**src/rtl/mem_access_unit_if.sv**
```systemverilog
// Request/response and data-memory bus of the load/store unit.
// slave is the unit's side; master is the CPU/memory side.
interface mem_access_unit_if #(
    parameter int ADDR_W = 64
);
    logic              req_valid;
    logic              req_ready;
    logic              req_write;
    logic [2:0]        req_funct3;
    logic [ADDR_W-1:0] req_addr;
    logic [63:0]       req_wdata;
    logic              resp_valid;
    logic [63:0]       resp_rdata;
    logic              resp_err;
    logic [ADDR_W-1:0] mem_addr;
    logic [63:0]       mem_wdata;
    logic              mem_read;
    logic              mem_write;
    logic [63:0]       mem_rdata;

    modport slave (
        input  req_valid, req_write, req_funct3,
        input  req_addr, req_wdata, mem_rdata,
        output req_ready, resp_valid, resp_rdata, resp_err,
        output mem_addr, mem_wdata, mem_read, mem_write
    );

    modport master (
        output req_valid, req_write, req_funct3,
        output req_addr, req_wdata, mem_rdata,
        input  req_ready, resp_valid, resp_rdata, resp_err,
        input  mem_addr, mem_wdata, mem_read, mem_write
    );
endinterface

```
**src/rtl/mem_access_unit.sv**
```systemverilog
// Load/store unit: alignment/range checks, load extension and
// read-modify-write for sub-doubleword stores on an 8-byte memory.
module mem_access_unit #(
    parameter int MEM_BYTES = 64,
    parameter int ADDR_W    = 64
) (
    input  logic               clk,
    input  logic               reset,
    mem_access_unit_if.slave   io
);
    typedef enum logic [1:0] {
        S_IDLE,
        S_READ,
        S_WRITE,
        S_RESP
    } state_t;

    localparam logic [ADDR_W-1:0] LP_MAX_ADDR = ADDR_W'(MEM_BYTES - 8);

    state_t            r_state;
    state_t            w_next;
    logic              r_write;
    logic [2:0]        r_funct3;
    logic [63:0]       r_wdata;
    logic [ADDR_W-1:0] r_mem_addr;
    logic [63:0]       r_mem_wdata;
    logic [63:0]       r_resp_rdata;
    logic              r_resp_err;

    logic w_accept;
    logic w_f3_ok;
    logic w_align_ok;
    logic w_range_ok;
    logic w_err;
    logic w_is_sd;

    function automatic logic [63:0] f_extend(
        input logic [2:0]  f3,
        input logic [63:0] d
    );
        logic [63:0] v;
        case (f3)
            3'b000:  v = {{56{d[7]}}, d[7:0]};
            3'b001:  v = {{48{d[15]}}, d[15:0]};
            3'b010:  v = {{32{d[31]}}, d[31:0]};
            3'b100:  v = {56'd0, d[7:0]};
            3'b101:  v = {48'd0, d[15:0]};
            3'b110:  v = {32'd0, d[31:0]};
            default: v = d;
        endcase
        return v;
    endfunction

    // Old memory contents keep the bytes the store does not cover.
    function automatic logic [63:0] f_merge(
        input logic [2:0]  f3,
        input logic [63:0] rd,
        input logic [63:0] wd
    );
        logic [63:0] v;
        case (f3)
            3'b000:  v = {rd[63:8], wd[7:0]};
            3'b001:  v = {rd[63:16], wd[15:0]};
            3'b010:  v = {rd[63:32], wd[31:0]};
            default: v = wd;
        endcase
        return v;
    endfunction

    assign w_accept = (r_state == S_IDLE) && io.req_valid;
    assign w_f3_ok  = io.req_write ? ~io.req_funct3[2]
                                   : (io.req_funct3 != 3'b111);
    assign w_range_ok = (io.req_addr <= LP_MAX_ADDR);
    assign w_err    = ~(w_f3_ok & w_align_ok & w_range_ok);
    assign w_is_sd  = io.req_write && (io.req_funct3 == 3'b011);

    always_comb begin
        w_align_ok = 1'b1;
        case (io.req_funct3[1:0])
            2'b01:   w_align_ok = ~io.req_addr[0];
            2'b10:   w_align_ok = ~|io.req_addr[1:0];
            2'b11:   w_align_ok = ~|io.req_addr[2:0];
            default: w_align_ok = 1'b1;
        endcase
    end

    always_ff @(posedge clk or posedge reset) begin
        if (reset) begin
            r_state <= S_IDLE;
        end else begin
            r_state <= w_next;
        end
    end

    always_comb begin
        w_next = r_state;
        unique case (1'b1)
            (r_state == S_IDLE): begin
                if (io.req_valid) begin
                    if (w_err) begin
                        w_next = S_RESP;
                    end else if (w_is_sd) begin
                        w_next = S_WRITE;
                    end else begin
                        w_next = S_READ;
                    end
                end
            end
            (r_state == S_READ):  w_next = r_write ? S_WRITE : S_RESP;
            (r_state == S_WRITE): w_next = S_RESP;
            (r_state == S_RESP):  w_next = S_IDLE;
            default:              w_next = S_IDLE;
        endcase
    end

    always_comb begin
        io.req_ready  = (r_state == S_IDLE);
        io.mem_read   = (r_state == S_READ);
        io.mem_write  = (r_state == S_WRITE);
        io.resp_valid = (r_state == S_RESP);
        io.mem_addr   = r_mem_addr;
        io.mem_wdata  = r_mem_wdata;
        io.resp_rdata = r_resp_rdata;
        io.resp_err   = r_resp_err;
    end

    always_ff @(posedge clk or posedge reset) begin
        if (reset) begin
            r_write      <= 1'b0;
            r_funct3     <= 3'd0;
            r_wdata      <= 64'd0;
            r_mem_addr   <= '0;
            r_mem_wdata  <= 64'd0;
            r_resp_rdata <= 64'd0;
            r_resp_err   <= 1'b0;
        end else begin
            case (r_state)
                S_IDLE: begin
                    if (w_accept) begin
                        r_write  <= io.req_write;
                        r_funct3 <= io.req_funct3;
                        r_wdata  <= io.req_wdata;
                        if (w_err) begin
                            r_resp_rdata <= 64'd0;
                            r_resp_err   <= 1'b1;
                        end else begin
                            r_mem_addr <= io.req_addr;
                            if (w_is_sd) begin
                                r_mem_wdata <= io.req_wdata;
                            end
                        end
                    end
                end
                S_READ: begin
                    if (r_write) begin
                        r_mem_wdata <= f_merge(r_funct3, io.mem_rdata, r_wdata);
                    end else begin
                        r_resp_rdata <= f_extend(r_funct3, io.mem_rdata);
                        r_resp_err   <= 1'b0;
                    end
                end
                S_WRITE: begin
                    r_resp_rdata <= 64'd0;
                    r_resp_err   <= 1'b0;
                end
                default: begin
                end
            endcase
        end
    end
endmodule

```
**src/flat_wrapper.sv**
```systemverilog
// flat-port wrapper written by rule: the top's interface ports become plain ports
module mem_access_unit_flat 
#(
    parameter int MEM_BYTES = 64,
    parameter int ADDR_W    = 64
)
  (clk, reset, io_req_valid, io_req_write, io_req_funct3, io_req_addr, io_req_wdata, io_mem_rdata, io_req_ready, io_resp_valid, io_resp_rdata, io_resp_err, io_mem_addr, io_mem_wdata, io_mem_read, io_mem_write);
  mem_access_unit_if #(.ADDR_W(ADDR_W)) io_i ();
  input  logic clk;
  input  logic reset;
  input wire logic [$bits(io_i.req_valid)-1:0] io_req_valid;
  input wire logic [$bits(io_i.req_write)-1:0] io_req_write;
  input wire logic [$bits(io_i.req_funct3)-1:0] io_req_funct3;
  input wire logic [$bits(io_i.req_addr)-1:0] io_req_addr;
  input wire logic [$bits(io_i.req_wdata)-1:0] io_req_wdata;
  input wire logic [$bits(io_i.mem_rdata)-1:0] io_mem_rdata;
  output wire logic [$bits(io_i.req_ready)-1:0] io_req_ready;
  output wire logic [$bits(io_i.resp_valid)-1:0] io_resp_valid;
  output wire logic [$bits(io_i.resp_rdata)-1:0] io_resp_rdata;
  output wire logic [$bits(io_i.resp_err)-1:0] io_resp_err;
  output wire logic [$bits(io_i.mem_addr)-1:0] io_mem_addr;
  output wire logic [$bits(io_i.mem_wdata)-1:0] io_mem_wdata;
  output wire logic [$bits(io_i.mem_read)-1:0] io_mem_read;
  output wire logic [$bits(io_i.mem_write)-1:0] io_mem_write;
  assign io_i.req_valid = io_req_valid;
  assign io_i.req_write = io_req_write;
  assign io_i.req_funct3 = io_req_funct3;
  assign io_i.req_addr = io_req_addr;
  assign io_i.req_wdata = io_req_wdata;
  assign io_i.mem_rdata = io_mem_rdata;
  assign io_req_ready = io_i.req_ready;
  assign io_resp_valid = io_i.resp_valid;
  assign io_resp_rdata = io_i.resp_rdata;
  assign io_resp_err = io_i.resp_err;
  assign io_mem_addr = io_i.mem_addr;
  assign io_mem_wdata = io_i.mem_wdata;
  assign io_mem_read = io_i.mem_read;
  assign io_mem_write = io_i.mem_write;
  mem_access_unit #(.MEM_BYTES(MEM_BYTES), .ADDR_W(ADDR_W)) u_core (.clk(clk), .reset(reset), .io(io_i));
endmodule
```
**config.mk**
```make
export PLATFORM = sky130hd
export DESIGN_NAME = mem_access_unit_flat
export DESIGN_NICKNAME = d
export VERILOG_FILES = /design/src/rtl/mem_access_unit_if.sv /design/src/rtl/mem_access_unit.sv /design/src/flat_wrapper.sv
export SDC_FILE = /design/constraint.sdc
export NUM_CORES = 1
export LEC_CHECK = 0
export CAP_MARGIN = 20
export CORE_AREA = 2 2 196 198
export CTS_CLUSTER_SIZE = 14
export DETAILED_ROUTE_END_ITERATION = 8
export DIE_AREA = 0 0 198 200
export DONT_BUFFER_PORTS = 1
export PLACE_DENSITY = 0.42
export SYNTH_ARGS = -nofsm -noshare
export SYNTH_HDL_FRONTEND = slang
export SYNTH_SLANG_ARGS = --single-unit
```
**constraint.sdc**
```tcl
create_clock -name clk -period 10.47 [get_ports clk]
set_clock_uncertainty 0.2 [all_clocks]
set_input_delay 2.6175 -clock clk [delete_from_list [all_inputs] [get_ports clk]]
set_output_delay 2.6175 -clock clk [all_outputs]
set_load 0.01 [all_outputs]
```
== After elaboration in Yosys (flattened, before gate mapping) ==
Index checks and enable logic that the tools add are counted.
Word-level totals
  register bits: 263
  latch bits: 0
  memory bits (writable): 0
  memory bits (read-only): 0
  input bits: 199
  output and inout port bits: 197
  memories: 0
Operators by class
  add/subtract/negate cells: 0
  multipliers: 0
  div/mod/pow operators: 0
  order comparisons: 1
  eq/ne operators: 20
  shift-type cells: 0
  multiplexer cells: 22
  bitwise gates (word level): 4
  reduce and logical (&&, ||, !) cells: 14
Operators with widths (count)
  $mux 64: 7
  $pmux 64 s3: 2
  $pmux 64 s6: 1
  $pmux 64 s2: 1
  $le 64x6->1 const B: 1
  $eq 3x3->1 const B: 3
  $eq 2x2->1 const B: 4
  $ne 2x1->1 const B: 4
  $eq 3x2->1 const B: 2
  $mux 2: 3
  $ne 2x2->1 const B: 3
  $pmux 1 s3: 2
  $pmux 2 s3: 1
  $mux 1: 5
  $reduce_and 5->1: 1
  $eq 2x1->1 const B: 2
  $reduce_and 4->1: 1
  $eq 3x1->1 const B: 1
  $logic_not 3->1: 1
  $ne 3x3->1 const B: 1
  $reduce_and 3->1: 1
  $reduce_bool 3->1: 1
  $reduce_or 3->1: 1
  $and 1x1->1: 2
  other kinds (7): 10

== Longest topological paths before layout ==
  depth after elaboration: 8
  gate-level depth with buffers: 10
  depth with buffers taken out: 8

== Least setup slack after synthesis ==
No wires, ideal clock.
  path kind: in2reg
  start point: input port io_req_addr[37]
  end point: register u_core.r_mem_wdata[10], in the netlist u_core.io.mem_wdata[10]
  data arrival time: 4.517 ns
  slack: 5.627 ns
  stages: 8
  buffers on the path: 2
  path through: nor4_1 -> nand4_1 -> a211oi_2 -> nand3_1 -> o41a_1 -> buf_6 -> buf_6 -> a221o_1
On the way
  longest elaborated chain between the ends: 4
Ends and longest elaborated chain
  from (decl): line flat_wrapper.sv:14  | input wire logic [$bits(io_i.req_addr)-1:0] io_req_addr;
  $le 64x6->1: line mem_access_unit.sv:73  | assign w_range_ok = (io.req_addr <= LP_MAX_ADDR);
  $and 1x1->1: line mem_access_unit.sv:74  | assign w_err = ~(w_f3_ok & w_align_ok & w_range_ok);
  $ne 2x1->1 (no line)
  $reduce_and 5->1 (no line)
  to (signal assigned): line mem_access_unit.sv:149  | r_mem_wdata <= io.req_wdata;
  to (signal assigned): line mem_access_unit.sv:156  | r_mem_wdata <= f_merge(r_funct3, io.mem_rdata, r_wdata);
  to (decl): line mem_access_unit.sv:26  | logic [63:0] r_mem_wdata;
Every way passes these cells.
A chain may end at the register's enable or synchronous reset.

== Worst setup path after layout ==
  start point: input port io_req_addr[24]
  end point: register u_core.r_mem_wdata[21], in the netlist u_core.io.mem_wdata[21]
Same word-level chain as after synthesis.

==> impl_metrics.toml <==
[run_status]
status = "finished clean"

[clock_tree]
cts_root_buf = "clkbuf_16"
clk_latency_ns = 0.57
h-tree-depth = 1
clockBufferDepth = 3
post_cts_buffers = 0
cts_sinks = 263
path_clk_slew_ns = 0.06
numCtsBuffers = 31
holdBufCountCts = 0
tritoncts = "built"
cts_resized = 0

[die]
rows = 71
fp.coreArea_um2 = 37400
io_pins = 396
die_area_um2 = 39600
die_w_um = 198
start_util_pct = 29.7
fp.dieH_um = 200

[setup_path]
cpPeakStageDelay_ns = 0.82
cp_cell_sequence = "nor4_1 > nand4_1 > a211oi_2 > nand3_1 > a21boi_4 > buf_4 > a222oi_1"
crit_path_top_delay_cell = "a21boi_4"
end_kind = "flip-flop"
worstPathMaxFanout = 36
crit_type = "in2reg"
crit_arrival_ns = 5.33
critical_path_required_ns = 10.68
start_kind = "primary input"
worst-path-buf-inv = 1
cpLargestDelayFamily = "compound AO/OA/AOI/OAI gates"

[sta]
fin_crit_sh_pct = 48.9
rsz0062_at_grt = "no"
fin_crit_ns = 5.12
fin_tns_setup_ns = 0
max_freq_mhz = 195
hold_violations = 0
maxSlewViolCount = 0
worst_pin_slew_ns = 1.02
relSlewSlack_pct = 31.7
finalSetupViolCount = 0

[synthesis]
synth_area_leaders = "dfrtp_1 59%, mux2_2 9.9%, o21ai_0 4.7%, a221o_1 4.3%, nor2b_1 3.4%"
synth_edf_count = 0
synth_top_area_cell = "dfrtp_1"
syn_nets = 1159
syn-instance-count = 956
avgSynthCellArea_um2 = 11.6
netlist_area_um2 = 11100
synth-seq-cells = 263
synth_top_cell_area_share_pct = 59.2
yosysSeqAreaShare_pct = 59.2
synth_cell_types = 40
synth_flop_cell = "dfrtp_1"
ys_async_sr_fraction_pct = 100
yosysWarnings = 0

[job]
max_cap_violations = 0

[routing]
drcViolationCount = 0
wl_um = 35500
wl_per_cell_um = 24.2
dr.pass1.iters = 5
drt_iter0_markers = 315
via_per_inst = 4.99
ant_nets = 0
vias = 7319

[placed_design]
gp_congestion = 0.706
dpl.hpwl_um = 23800
dp.cells = 1415
io_buffers = 0

[pwr]
leakagePower_nw = 5.64
power.total_mw = 3.80
ir_worst_vdd_mv = 0.132
power_density_nw_per_um2 = 303

[final_layout]
drive_above_1_share_pct = 17.5
layout_common_cells = "263 x dfrtp_1, 105 x o21ai_0, 98 x mux2_2"
final_common_cell = "dfrtp_1"
final_core_util_pct = 33.5
synthToLayoutAreaGrowth_pct = 12.7
finalNonFillerCells = 1466
num-nets-final = 1140

[global_routing]
grt_pass1_wl_um = 51300
grt_pass1_vias = 7442
antenna_found_initial = 2
grt.overflow.total = 0
grt_max_degree = 99
track_usage_pct = 17.4

[hold_path]
hold_path.class = "reg2reg"
## cell type report
class / instances / area [um^2]
Antenna cell: 1 / 2.50
Tap cell: 511 / 639
Inverter: 36 / 143
Multi-Input combinational cell: 591 / 4150
Clock inverter: 4 / 23.8
Sequential cell: 263 / 6580
Clock buffer: 46 / 892
Timing Repair Buffer: 14 / 105
Fill cell: 3749 / 24900
## Yosys cell counts, types with 2 or more instances
cell type / count
nor3_1: 2
ha_1: 4
nor2b_1: 60
mux2_2: 98
inv_1: 36
nand4_1: 5
buf_1: 5
buf_2: 2
o21a_1: 2
a21o_1: 2
o21ai_0: 105
dfrtp_1: 263
a21oi_1: 25
nor4_1: 14
or2_2: 2
a221o_1: 48
nand3_1: 19
clkbuf_1: 52
a222oi_1: 16
a31oi_1: 2
mux2i_1: 17
nand2_1: 95
buf_6: 7
and2_1: 50
nor2_1: 10
## cell families (layout without fill, tap and decap cells)
family / count (synthesis) / in the layout / synth area share [%]
mux: 115 / 115 / 11.5
fa+ha+maj: 4 / 4 / 0.450
other cells: 0 / 1 / 0
flops: 263 / 263 / 59.2
buf+inv: 102 / 100 / 3.94
simple gates: 264 / 264 / 12.4
compound gates: 208 / 208 / 12.6
## path summary, 6_finish.rpt
path,from,endpoint,slack [ns],cells after the start
max in group asynchronous,reset,u_core.io.mem_addr[48],6.87,2
hold reg to reg,u_core.r_wdata[16],u_core.r_wdata[16],0.28,2
setup / recovery,io_req_addr[24],u_core.io.mem_wdata[21],5.35,7
hold / removal,u_core.r_wdata[16],u_core.r_wdata[16],0.28,2
setup reg to reg,u_core.r_state[0],u_core.io.resp_rdata[18],6.91,8
min in group asynchronous,reset,u_core.io.resp_rdata[58],1.82,1
## worst register-to-register path, cell delays in order (launching register included)
cell	delay (ns)
dfrtp_1	0.39
inv_1	0.08
ha_1	0.40
inv_1	0.15
nor2_1	0.09
or2_2	0.33
a31oi_1	0.65
nand2_1	0.77
o21ai_0	0.39
## stage by stage
stage	setup WS, ns	area, um^2	hold slack [ns]
3_3_place_gp	4.68	11600	0.263
5_1_grt	5.07	12500	0.307
6_report	5.35	12500	0.279
4_1_cts	5.26	12500	0.286
2_1_floorplan	0.412	11100	0.249
3_5_place_dp	4.62	11600	0.273
## sequential cells by signal, summed over array words and instances, names as in the netlist
register              cells
u_core.io.mem_addr       64
u_core.r_write            1
u_core.r_funct3           3
u_core.io.mem_wdata      64
u_core.r_wdata           64
u_core.io.resp_err        1
u_core.r_state            2
u_core.io.resp_rdata     64
## where the power goes
group	switching, mW	internal (mW)	total, mW	leakage (nW)
sequential	0.395	1.37	1.76	3.40
combinational	0.564	0.472	1.04	1.78
clock	0.418	0.579	0.996	0.452
total	1.38	2.42	3.80	5.64
## routing by layer
layer	global-route usage (%)	wire length (um)
met1	21.7	13900
met2	27.7	16600
met3	7.41	4120
met4	4.68	824
met5	0	17
Note: power is estimated with default switching activity, not from simulation.
